--- config.mk ---
export PLATFORM = sky130hd
export DESIGN_NAME = draw_bars_flat
export DESIGN_NICKNAME = d
export VERILOG_FILES = /design/src/rtl/vga_pkg.sv /design/src/rtl/draw_bars_if.sv /design/src/rtl/draw_bars_hit.sv /design/src/rtl/draw_bars.sv /design/src/flat_wrapper.sv
export SDC_FILE = /design/constraint.sdc
export NUM_CORES = 1
export LEC_CHECK = 0
export CORE_MARGIN = 2
export CORE_UTILIZATION = 51
export CTS_CLUSTER_SIZE = 8
export DETAILED_ROUTE_END_ITERATION = 10
export GPL_ROUTABILITY_DRIVEN = 0
export PLACE_DENSITY = 0.87
export SYNTH_ARGS = -nofsm -noshare
export SYNTH_HDL_FRONTEND = slang
export SYNTH_HIERARCHICAL = 1
export SYNTH_SLANG_ARGS = --single-unit
--- constraint.sdc ---
create_clock -name pclk -period 3.9 [get_ports pclk]
set_clock_uncertainty 0.2 [all_clocks]
set_input_delay 1.17 -clock pclk [delete_from_list [all_inputs] [get_ports pclk]]
set_output_delay 1.17 -clock pclk [all_outputs]
set_load 0.03 [all_outputs]
--- src/rtl/vga_pkg.sv ---
// Shared 1024x768 VGA pipeline definitions: timing totals, palette,
// the pixel bundle passed between stages and the bar colour map.
package vga_pkg;
  localparam int H_TOTAL  = 1344;
  localparam int V_TOTAL  = 806;
  localparam int H_ACTIVE = 1024;
  localparam int V_ACTIVE = 768;

  localparam logic [11:0] BLACK  = 12'h000;
  localparam logic [11:0] RED    = 12'hf00;
  localparam logic [11:0] YELLOW = 12'hff0;
  localparam logic [11:0] GREEN  = 12'h0f0;

  localparam int N_CH = 13;

  typedef struct packed {
    logic [11:0] vcount;
    logic [11:0] hcount;
    logic        vsync;
    logic        vblnk;
    logic        hsync;
    logic        hblnk;
    logic [11:0] rgb;
  } vga_t;

  function automatic logic [11:0] bar_colour(input logic [11:0] v);
    logic [11:0] c;
    if (v >= 12'd3072)      c = RED;
    else if (v >= 12'd2048) c = YELLOW;
    else                    c = GREEN;
    return c;
  endfunction
endpackage

--- src/rtl/draw_bars_if.sv ---
// Pixel stream in/out of the bar overlay plus the channel-load port.
interface draw_bars_if;
  import vga_pkg::*;
  logic [11:0]         vcount_in, hcount_in;
  logic                vsync_in, vblnk_in, hsync_in, hblnk_in;
  logic [11:0]         rgb_in;
  logic [N_CH*12-1:0]  ch_data_in;
  logic                ch_valid_in;
  logic [11:0]         vcount_out, hcount_out;
  logic                vsync_out, vblnk_out, hsync_out, hblnk_out;
  logic [11:0]         rgb_out;
  logic                upd_out;

  modport master (
    output vcount_in, hcount_in, vsync_in, vblnk_in, hsync_in, hblnk_in,
           rgb_in, ch_data_in, ch_valid_in,
    input  vcount_out, hcount_out, vsync_out, vblnk_out, hsync_out, hblnk_out,
           rgb_out, upd_out
  );
  modport slave (
    input  vcount_in, hcount_in, vsync_in, vblnk_in, hsync_in, hblnk_in,
           rgb_in, ch_data_in, ch_valid_in,
    output vcount_out, hcount_out, vsync_out, vblnk_out, hsync_out, hblnk_out,
           rgb_out, upd_out
  );
endinterface

--- src/rtl/draw_bars_hit.sv ---
// Column decode: which bar (if any) covers hcount. Bar edges are
// elaboration-time constants, so this is just N_CH range compares.
module draw_bars_hit
  import vga_pkg::*;
#(
  parameter int X0        = 24,
  parameter int BAR_W     = 64,
  parameter int BAR_PITCH = 76
) (
  input  logic [11:0] hcount,
  output logic        in_col,
  output logic [3:0]  ch_idx
);
  logic [N_CH-1:0] match;

  for (genvar i = 0; i < N_CH; i++) begin : g_ch
    localparam logic [11:0] LEFT  = 12'(X0 + i*BAR_PITCH);
    localparam logic [11:0] RIGHT = 12'(X0 + i*BAR_PITCH + BAR_W - 1);
    assign match[i] = (hcount >= LEFT) && (hcount <= RIGHT);
  end

  // Bars never overlap, so at most one bit of match is set.
  always_comb begin
    in_col = |match;
    ch_idx = '0;
    for (int i = 0; i < N_CH; i++)
      if (match[i]) ch_idx = 4'(i);
  end
endmodule

--- src/rtl/draw_bars.sv ---
// 13-channel bar graph overlay, 2-stage pipeline. Channel data is
// double-buffered and swapped on the vblnk rising edge at the input.
module draw_bars
  import vga_pkg::*;
#(
  parameter int X0        = 24,
  parameter int BAR_W     = 64,
  parameter int BAR_PITCH = 76,
  parameter int BASE_Y    = 700
) (
  input  logic        pclk,
  input  logic        rst,
  draw_bars_if.slave  bus
);
  logic [N_CH-1:0][11:0] pending, active;
  logic                  vblnk_prev, swap;

  logic                  hit_col;
  logic [3:0]            hit_idx;

  vga_t                  s1;
  logic                  in_col_s1;
  logic [11:0]           val_s1;

  logic [8:0]            height;
  logic [11:0]           top_y;
  logic                  hit, blank;

  assign swap = bus.vblnk_in & ~vblnk_prev;

  // Swap reads pending before this cycle's load, so a coincident load waits a frame.
  always_ff @(posedge pclk) begin
    if (rst) begin
      pending     <= '0;
      active      <= '0;
      vblnk_prev  <= 1'b0;
      bus.upd_out <= 1'b0;
    end else begin
      vblnk_prev  <= bus.vblnk_in;
      if (bus.ch_valid_in) pending <= bus.ch_data_in;
      if (swap)            active  <= pending;
      bus.upd_out <= swap;
    end
  end

  draw_bars_hit #(.X0(X0), .BAR_W(BAR_W), .BAR_PITCH(BAR_PITCH)) u_hit (
    .hcount (bus.hcount_in),
    .in_col (hit_col),
    .ch_idx (hit_idx)
  );

  always_ff @(posedge pclk) begin
    if (rst) begin
      s1        <= '0;
      in_col_s1 <= 1'b0;
      val_s1    <= '0;
    end else begin
      s1        <= '{vcount: bus.vcount_in, hcount: bus.hcount_in,
                     vsync: bus.vsync_in, vblnk: bus.vblnk_in,
                     hsync: bus.hsync_in, hblnk: bus.hblnk_in, rgb: bus.rgb_in};
      in_col_s1 <= hit_col;
      val_s1    <= hit_col ? active[hit_idx] : 12'd0;
    end
  end

  // Height 0 makes top_y = BASE_Y+1, so the row range is empty on its own.
  always_comb begin
    height = val_s1[11:3];
    top_y  = 12'(BASE_Y) - {3'b000, height} + 12'd1;
    blank  = s1.hblnk | s1.vblnk;
    hit    = in_col_s1 && (s1.vcount <= 12'(BASE_Y)) && (s1.vcount >= top_y);
  end

  always_ff @(posedge pclk) begin
    if (rst) begin
      bus.vcount_out <= '0;
      bus.hcount_out <= '0;
      bus.vsync_out  <= 1'b0;
      bus.vblnk_out  <= 1'b0;
      bus.hsync_out  <= 1'b0;
      bus.hblnk_out  <= 1'b0;
      bus.rgb_out    <= '0;
    end else begin
      bus.vcount_out <= s1.vcount;
      bus.hcount_out <= s1.hcount;
      bus.vsync_out  <= s1.vsync;
      bus.vblnk_out  <= s1.vblnk;
      bus.hsync_out  <= s1.hsync;
      bus.hblnk_out  <= s1.hblnk;
      bus.rgb_out    <= (hit && !blank) ? bar_colour(val_s1) : s1.rgb;
    end
  end
endmodule

--- src/flat_wrapper.sv ---
// flat-port wrapper written by rule: the top's interface ports become plain ports
module draw_bars_flat import vga_pkg::*;
#(
  parameter int X0        = 24,
  parameter int BAR_W     = 64,
  parameter int BAR_PITCH = 76,
  parameter int BASE_Y    = 700
)
  (pclk, rst, bus_vcount_in, bus_hcount_in, bus_vsync_in, bus_vblnk_in, bus_hsync_in, bus_hblnk_in, bus_rgb_in, bus_ch_data_in, bus_ch_valid_in, bus_vcount_out, bus_hcount_out, bus_vsync_out, bus_vblnk_out, bus_hsync_out, bus_hblnk_out, bus_rgb_out, bus_upd_out);
  draw_bars_if bus_i ();
  input  logic pclk;
  input  logic rst;
  input wire logic [$bits(bus_i.vcount_in)-1:0] bus_vcount_in;
  input wire logic [$bits(bus_i.hcount_in)-1:0] bus_hcount_in;
  input wire logic [$bits(bus_i.vsync_in)-1:0] bus_vsync_in;
  input wire logic [$bits(bus_i.vblnk_in)-1:0] bus_vblnk_in;
  input wire logic [$bits(bus_i.hsync_in)-1:0] bus_hsync_in;
  input wire logic [$bits(bus_i.hblnk_in)-1:0] bus_hblnk_in;
  input wire logic [$bits(bus_i.rgb_in)-1:0] bus_rgb_in;
  input wire logic [$bits(bus_i.ch_data_in)-1:0] bus_ch_data_in;
  input wire logic [$bits(bus_i.ch_valid_in)-1:0] bus_ch_valid_in;
  output wire logic [$bits(bus_i.vcount_out)-1:0] bus_vcount_out;
  output wire logic [$bits(bus_i.hcount_out)-1:0] bus_hcount_out;
  output wire logic [$bits(bus_i.vsync_out)-1:0] bus_vsync_out;
  output wire logic [$bits(bus_i.vblnk_out)-1:0] bus_vblnk_out;
  output wire logic [$bits(bus_i.hsync_out)-1:0] bus_hsync_out;
  output wire logic [$bits(bus_i.hblnk_out)-1:0] bus_hblnk_out;
  output wire logic [$bits(bus_i.rgb_out)-1:0] bus_rgb_out;
  output wire logic [$bits(bus_i.upd_out)-1:0] bus_upd_out;
  assign bus_i.vcount_in = bus_vcount_in;
  assign bus_i.hcount_in = bus_hcount_in;
  assign bus_i.vsync_in = bus_vsync_in;
  assign bus_i.vblnk_in = bus_vblnk_in;
  assign bus_i.hsync_in = bus_hsync_in;
  assign bus_i.hblnk_in = bus_hblnk_in;
  assign bus_i.rgb_in = bus_rgb_in;
  assign bus_i.ch_data_in = bus_ch_data_in;
  assign bus_i.ch_valid_in = bus_ch_valid_in;
  assign bus_vcount_out = bus_i.vcount_out;
  assign bus_hcount_out = bus_i.hcount_out;
  assign bus_vsync_out = bus_i.vsync_out;
  assign bus_vblnk_out = bus_i.vblnk_out;
  assign bus_hsync_out = bus_i.hsync_out;
  assign bus_hblnk_out = bus_i.hblnk_out;
  assign bus_rgb_out = bus_i.rgb_out;
  assign bus_upd_out = bus_i.upd_out;
  draw_bars #(.X0(X0), .BAR_W(BAR_W), .BAR_PITCH(BAR_PITCH), .BASE_Y(BASE_Y)) u_core (.pclk(pclk), .rst(rst), .bus(bus_i));
endmodule
==> results of run 1 <==
## layout by cell type (no fill, tap or decap), drive strengths merged, types with 4 or more instances in the layout
cell	synthesis	layout
nand2	281	281
ha	15	15
dfxtp	325	325
a21oi	133	133
nand3	5	5
xnor2	6	6
nor2b	74	74
o21ai	17	17
nand2b	7	7
buf	42	54
o2111ai	5	5
or3	5	5
mux2i	138	138
clkbuf	82	47
and3	7	7
clkdlybuf4s50	0	198
o221ai	19	19
nor3	8	8
nor2	127	127
nand4	8	8
mux4	18	18
a211oi	6	6
a21o	4	4
inv	14	16
## registers in the layout (all words and copies together), names as in the netlist, 9 cells and up
signal / cells
u_core/bus.vcount_out: 12
u_core/pending: 117
u_core/bus.rgb_out: 12
u_core/s1: 40
u_core/active: 117
u_core/val_s1: 9
u_core/bus.hcount_out: 12
## final timing paths
check	cells after the start	slack [ns]	to
hold / removal	2	0.23	u_core/bus.rgb_out[9]
setup / recovery	10	0.13	u_core/val_s1[4]
setup reg to reg	14	0.22	u_core/bus.rgb_out[4]
hold reg to reg	2	0.23	u_core/bus.rgb_out[9]
## power breakdown
part           leakage, nW  internal, W  total [W]  switching (W)
clock                0.597      0.00211    0.00342        0.00132
sequential            2.67      0.00348    0.00357      0.0000845
combinational         3.17     0.000384   0.000767       0.000384
## synthesized netlist by cell type (7+ instances only)
cell      number
dfxtp_1      325
nand2_1      280
mux2i_1      138
a21oi_1      132
nor2_1       127
clkbuf_1      82
nor2b_1       74
buf_2         24
mux4_2        18
o221ai_1      18
ha_1          15
inv_1         12
buf_1         11
o21ai_0        9
nand4_1        8
and3_1         7
nand2b_1       7
nor3_1         7
## worst reg2reg max path: stages, from the launching register on
cell      delay [ns]
dfxtp_1         0.30
inv_1           0.17
ha_2            0.28
or4b_1          0.45
a21oi_1         0.24
nand2_1         0.08
a22o_1          0.20
xor2_1          0.14
ha_1            0.27
nor2b_1         0.14
nand4_1         0.21
nor4_2          0.33
buf_4           0.18
o21ai_2         0.12
a211oi_1        0.29
## cell type report
type | instances | area, µm² | share of cell area
Sequential cell | 325 | 6510 | 0.396
Multi-Input combinational cell | 926 | 5780 | 0.352
Timing Repair Buffer | 252 | 2470 | 0.151
Clock buffer | 47 | 1180 | 0.0716
Tap cell | 324 | 405 | 0.0247
Inverter | 14 | 52.6 | 0.00320
Clock inverter | 3 | 33.8 | 0.00206
## layer usage
metal / track usage / wire [µm]
met1: 0.288 / 13200
met4: 0.113 / 1360
met3: 0.0413 / 1820
met5: 0 / 13
met2: 0.402 / 15200
## through the flow
step	util	hold slack [ns]
after floorplan	-	0.214
after global placement	0.621	0.218
after detailed placement	0.621	0.225
after CTS	0.670	0.231
after global routing	0.671	0.251
final	0.671	0.228
## kinds of logic (layout without fill, tap and decap cells)
family | count (synthesis) | after routing | synth area share
compound gates | 205 | 205 | 0.0968
buf+inv | 138 | 316 | 0.0457
mux | 156 | 156 | 0.140
other cells | 1 | 1 | 0.000293
xor+xnor | 9 | 9 | 0.00616
flops | 325 | 325 | 0.508
simple gates | 540 | 540 | 0.189
fa+ha+maj | 15 | 15 | 0.0147
==> run_results.csv, run 1 <==
group,metric,value,unit
synthesis,ys_ff_latch,325,
synthesis,synth.yosys.seq_area_share,0.508,
floorplan,core,0.0245,mm²
cells_and_area,instances_no_fill,1891,
critical_path,end_kind,"register",
critical_path,cpPeakStageDelay,0.58,ns
placed_design,io_buffers,200,
cts,ctsHoldBuffers,0,
synthesis,ys.flop_type,"dfxtp_1",
global_route,antenna_found_initial,1,
critical_path,cp_top_family,"compound AO/OA/AOI/OAI gates",
sta,relSlewSlack,0.509,
critical_path,cp_max_fo,26,
synthesis,synth.top_cell.area_share,0.508,
floorplan,dieWidth,162,µm
pwr,pwr_density_cell,472,mW/mm²
sta,fmax,265,MHz
cells_and_area,drive_gt1_frac,0.0957,
synthesis,syn_area,0.0128,mm²
synthesis,synth_area_leaders,"dfxtp_1, mux2i_1, nand2_1, a21oi_1, nor2_1",
cts,htree_num_levels,2,
cells_and_area,finalNetCount,1779,
critical_path,crit_required,4.11,ns
floorplan,start_util,0.524,
cts,cts_resized,0,
run,maxCapViolCount,0,
placed_design,place_area,0.0152,mm²
synthesis,synthArstFlopShare,0,
pwr,p_leak,6.44,nW
critical_path,crit_path_top_delay_cell,"mux4_2",
cells_and_area,diodes,0,
cts,cts_buffer_depth,3,
sta,fin_crit_sh,0.966,
cts,post_cts_buffers,0,
cts,cts_sinks,325,
critical_path,path_buf_inv,2,
sta,worst_pin_slew,0.736,ns
cts,cts_made_buffers,46,
cells_and_area,n_fill_cell,1832,
synthesis,synth_cell_type_count,69,
hold_path,hp-start,"u_core/s1[9]",
cts,tritoncts,"built",
global_route,grt_pass1_wl,50200,µm
sta,period_minus_slack,3.77,ns
outcome,status,"finished, final reports clean",
sta,setup_viol,0,
critical_path,path_class,"input pin to register",
pwr,p_total,0.00776,W
floorplan,pin_count,240,
critical_path,reg2reg_from,"u_core/val_s1[4]",
routing,drtIter0Drc,733,
placed_design,place_worst_setup_slack,-0.390,ns
critical_path,cp.arrival,3.98,ns
placed_design,placed_cells,1841,
floorplan,fp.dieH,162,µm
routing,viasPerCell,5.44,
placed_design,hpwl,20800,µm
hold_path,hold_class,"register to register",
sta,setup_ws,0.133,ns
cts,clkTransAtPathRegs,0.05,ns
cells_and_area,syn_to_final_growth,28.2,%
routing,route.detailed.drc,0,
routing,vias,10300,
synthesis,yosys_warnings,6,
critical_path,crit_chain,"clkdlybuf4s50_1 -> nor3_1 -> nor2_1 -> o31ai_1 -> a211oi_2 -> o2111ai_4 -> buf_12 -> mux4_2 -> o221ai_1 -> a21oi_1",
routing,wl_per_cell,16.7,µm
global_route,first_global_vias,10100,
global_route,grt_max_degree,167,
routing,ant_nets,0,
global_route,grt_util_all_layers,0.235,
synthesis,synthCells,1389,
routing,detailedRoute.firstPassIterationCount,6,
sta,drv_slew,0,
sta,hold_viol,0,
critical_path,cp-startpoint,"bus_hcount_in[2]",
synthesis,synth-edff-count,0,
pwr,vdd.ir_drop.worst,0.327,mV
cts,cts-root-buf,"clkbuf_16",
floorplan,rows,57,
sta,fin_tns_setup,0,ns
synthesis,yosysTopAreaCell,"dfxtp_1",
cells_and_area,design_area,0.0164,mm²
global_route,overflow,0,
synthesis,postSynthNetCount,1603,
synthesis,syn_area_per_cell,9.22,µm²
floorplan,die-area,0.0264,mm²
critical_path,crit_path_start_kind,"input pin",
routing,drt-total-wl,31600,µm
cts,clk_latency,0.53,ns
Note: power is estimated with default switching activity, not from simulation.
==> run 2, diff against run 1 <==
--- a/config.mk
+++ b/config.mk
@@ -5,7 +5,8 @@
 export SDC_FILE = /design/constraint.sdc
 export NUM_CORES = 1
 export LEC_CHECK = 0
-export CORE_MARGIN = 2
+export CAP_MARGIN = 25
+export CORE_MARGIN = 4
 export CORE_UTILIZATION = 51
 export CTS_CLUSTER_SIZE = 8
 export DETAILED_ROUTE_END_ITERATION = 10
==> constraint.sdc (replaced) <==
create_clock -name pclk -period 3.6 [get_ports pclk]
set_clock_uncertainty 0.2 [all_clocks]
set_input_delay 1.08 -clock pclk [delete_from_list [all_inputs] [get_ports pclk]]
set_output_delay 1.08 -clock pclk [all_outputs]
set_load 0.03 [all_outputs]
==> run_results.csv, run 2 (synthesis results as in run 1) <==
group,metric,value,unit
cts,clkTransAtPathRegs,0.05,ns
sta,fin_crit_sh,0.973,
routing,viasPerCell,5.51,
cts,cts_buffer_depth,3,
pwr,p_total,0.00841,W
global_route,grt_util_all_layers,0.220,
sta,relSlewSlack,0.493,
cells_and_area,final_cell_mix,"dfxtp_1, nand2_1, clkdlybuf4s50_1, mux2i_1, a21oi_1",
placed_design,placed_cells,1846,
cells_and_area,n_fill_cell,1790,
placed_design,hpwl,21400,µm
cells_and_area,syn_to_final_growth,30.8,%
cts,ctsHoldBuffers,0,
critical_path,cp_max_fo,6,
pwr,vdd.ir_drop.worst,0.327,mV
cells_and_area,instances_no_fill,1901,
sta,setup_viol,0,
cells_and_area,finalNetCount,1790,
global_route,grt_max_degree,172,
floorplan,dieWidth,166,µm
sta,holdWs,0.231,ns
routing,ant_nets,0,
global_route,antenna_found_initial,0,
global_route,grt_util_met3,0.0410,
sta,period_minus_slack,3.50,ns
global_route,busiest_layer,"met2",
sta,hold_viol,0,
critical_path,path_class,"input pin to register",
sta,fmax,285,MHz
global_route,grt_pass1_wl,51100,µm
cts,clk_latency,0.52,ns
routing,drt-total-wl,32900,µm
sta,worst_pin_slew,0.761,ns
global_route,overflow,0,
placed_design,place_worst_setup_slack,-0.661,ns
routing,wl_per_cell,17.3,µm
global_route,first_global_vias,10100,
sta,drv_slew,0,
critical_path,end_kind,"register",
routing,route.detailed.drc,0,
run,maxCapViolCount,0,
pwr,pwr_density_cell,502,mW/mm²
cells_and_area,top_regs,"u_core/active x117, u_core/pending x117, u_core/s1 x40",
sta,setup_ws,0.0961,ns
floorplan,fp.dieH,166,µm
cells_and_area,drive_gt1_frac,0.115,
cts,cts-root-buf,"clkbuf_16",
cts,tritoncts,"built",
floorplan,pin_count,240,
routing,vias,10500,
outcome,status,"finished, final reports clean",
pwr,p_leak,6.57,nW
floorplan,core,0.0245,mm²
floorplan,die-area,0.0277,mm²
hold_path,hold_class,"register to register",
placed_design,io_buffers,200,
routing,drtIter0Drc,1048,
floorplan,rows,57,
floorplan,start_util,0.522,
cts,htree_num_levels,2,
global_route,grt_util_met2,0.372,
cells_and_area,layout_commonest_cell,"dfxtp_1",
global_route,grtUsageMet1,0.285,
critical_path,crit_path_start_kind,"input pin",
critical_path,crit_required,3.80,ns
cts,cts_made_buffers,46,
cts,cts_sinks,325,
routing,detailedRoute.firstPassIterationCount,5,
critical_path,cp.arrival,3.70,ns
cells_and_area,diodes,0,
## run 2: changes by cell type in the layout (fill, tap and decap cells not counted), moves of 3 or more
cell	previous run	this run
buf_12	6	10
buf_6	1	4
clkbuf_16	47	50
clkdlybuf4s50_1	198	193
dlymetal6s2s_1	0	4
o21ai_0	9	6
o221ai_1	18	10
o221ai_2	1	9
## run 2: power by group
part           switching (W)  total, W  internal [W]
clock                0.00140   0.00367       0.00227
sequential         0.0000901   0.00386       0.00377
combinational       0.000437  0.000877      0.000440
## run 2: stage by stage
step	TNS (ns)	utilization	area (µm²)
2_1_floorplan	0	-	12800
3_3_place_gp	-4.22	0.622	15300
3_5_place_dp	-6.01	0.622	15300
4_1_cts	0	0.671	16500
5_1_grt	-0.197	0.683	16800
6_report	0	0.683	16800
## run 2: worst max-delay path: stages
cell and delay, ns:
clkdlybuf4s50_1 0.45, nor4b_2 0.48, o2111ai_1 0.23, o31a_1 0.20, o2111ai_4 0.13, buf_12 0.18, buf_12 0.14, mux4_2 0.53
o221ai_1 0.21, a21oi_1 0.07
## run 2: metal layers
metal,wire (µm),up-vias
li1,-,5029
met1,14000,4952
met2,16000,414
met3,1990,78
met4,966,0
met5,0,-
## run 2: final cells by class
class                   instances  area (µm²)  area share
clock inverters                 2        13.8    0.000822
flip-flops and latches        325        6510       0.388
multi-input cells             926        5920       0.354
inverters                      14        52.6     0.00314
well taps                     324         405      0.0242
clock buffers                  47        1180      0.0702
repair buffers                263        2680       0.160
## run 2: worst paths after layout
path	startpoint	endpoint	slack, ns	cells after the start
setup / recovery	bus_hcount_in[10]	u_core/val_s1[3]	0.1	10
setup reg to reg	u_core/val_s1[3]	u_core/bus.rgb_out[6]	0.15	14
hold / removal	u_core/s1[10]	u_core/bus.rgb_out[10]	0.23	2
hold reg to reg	u_core/s1[10]	u_core/bus.rgb_out[10]	0.23	2
## run 2: timing repair
item / in CTS / in global routing
endpoints found under the setup margin: 9 / 21
pin swaps: 0 / 7
resized for setup: 2 / 43
gates cloned: 0 / 5
setup buffers: 0 / 1
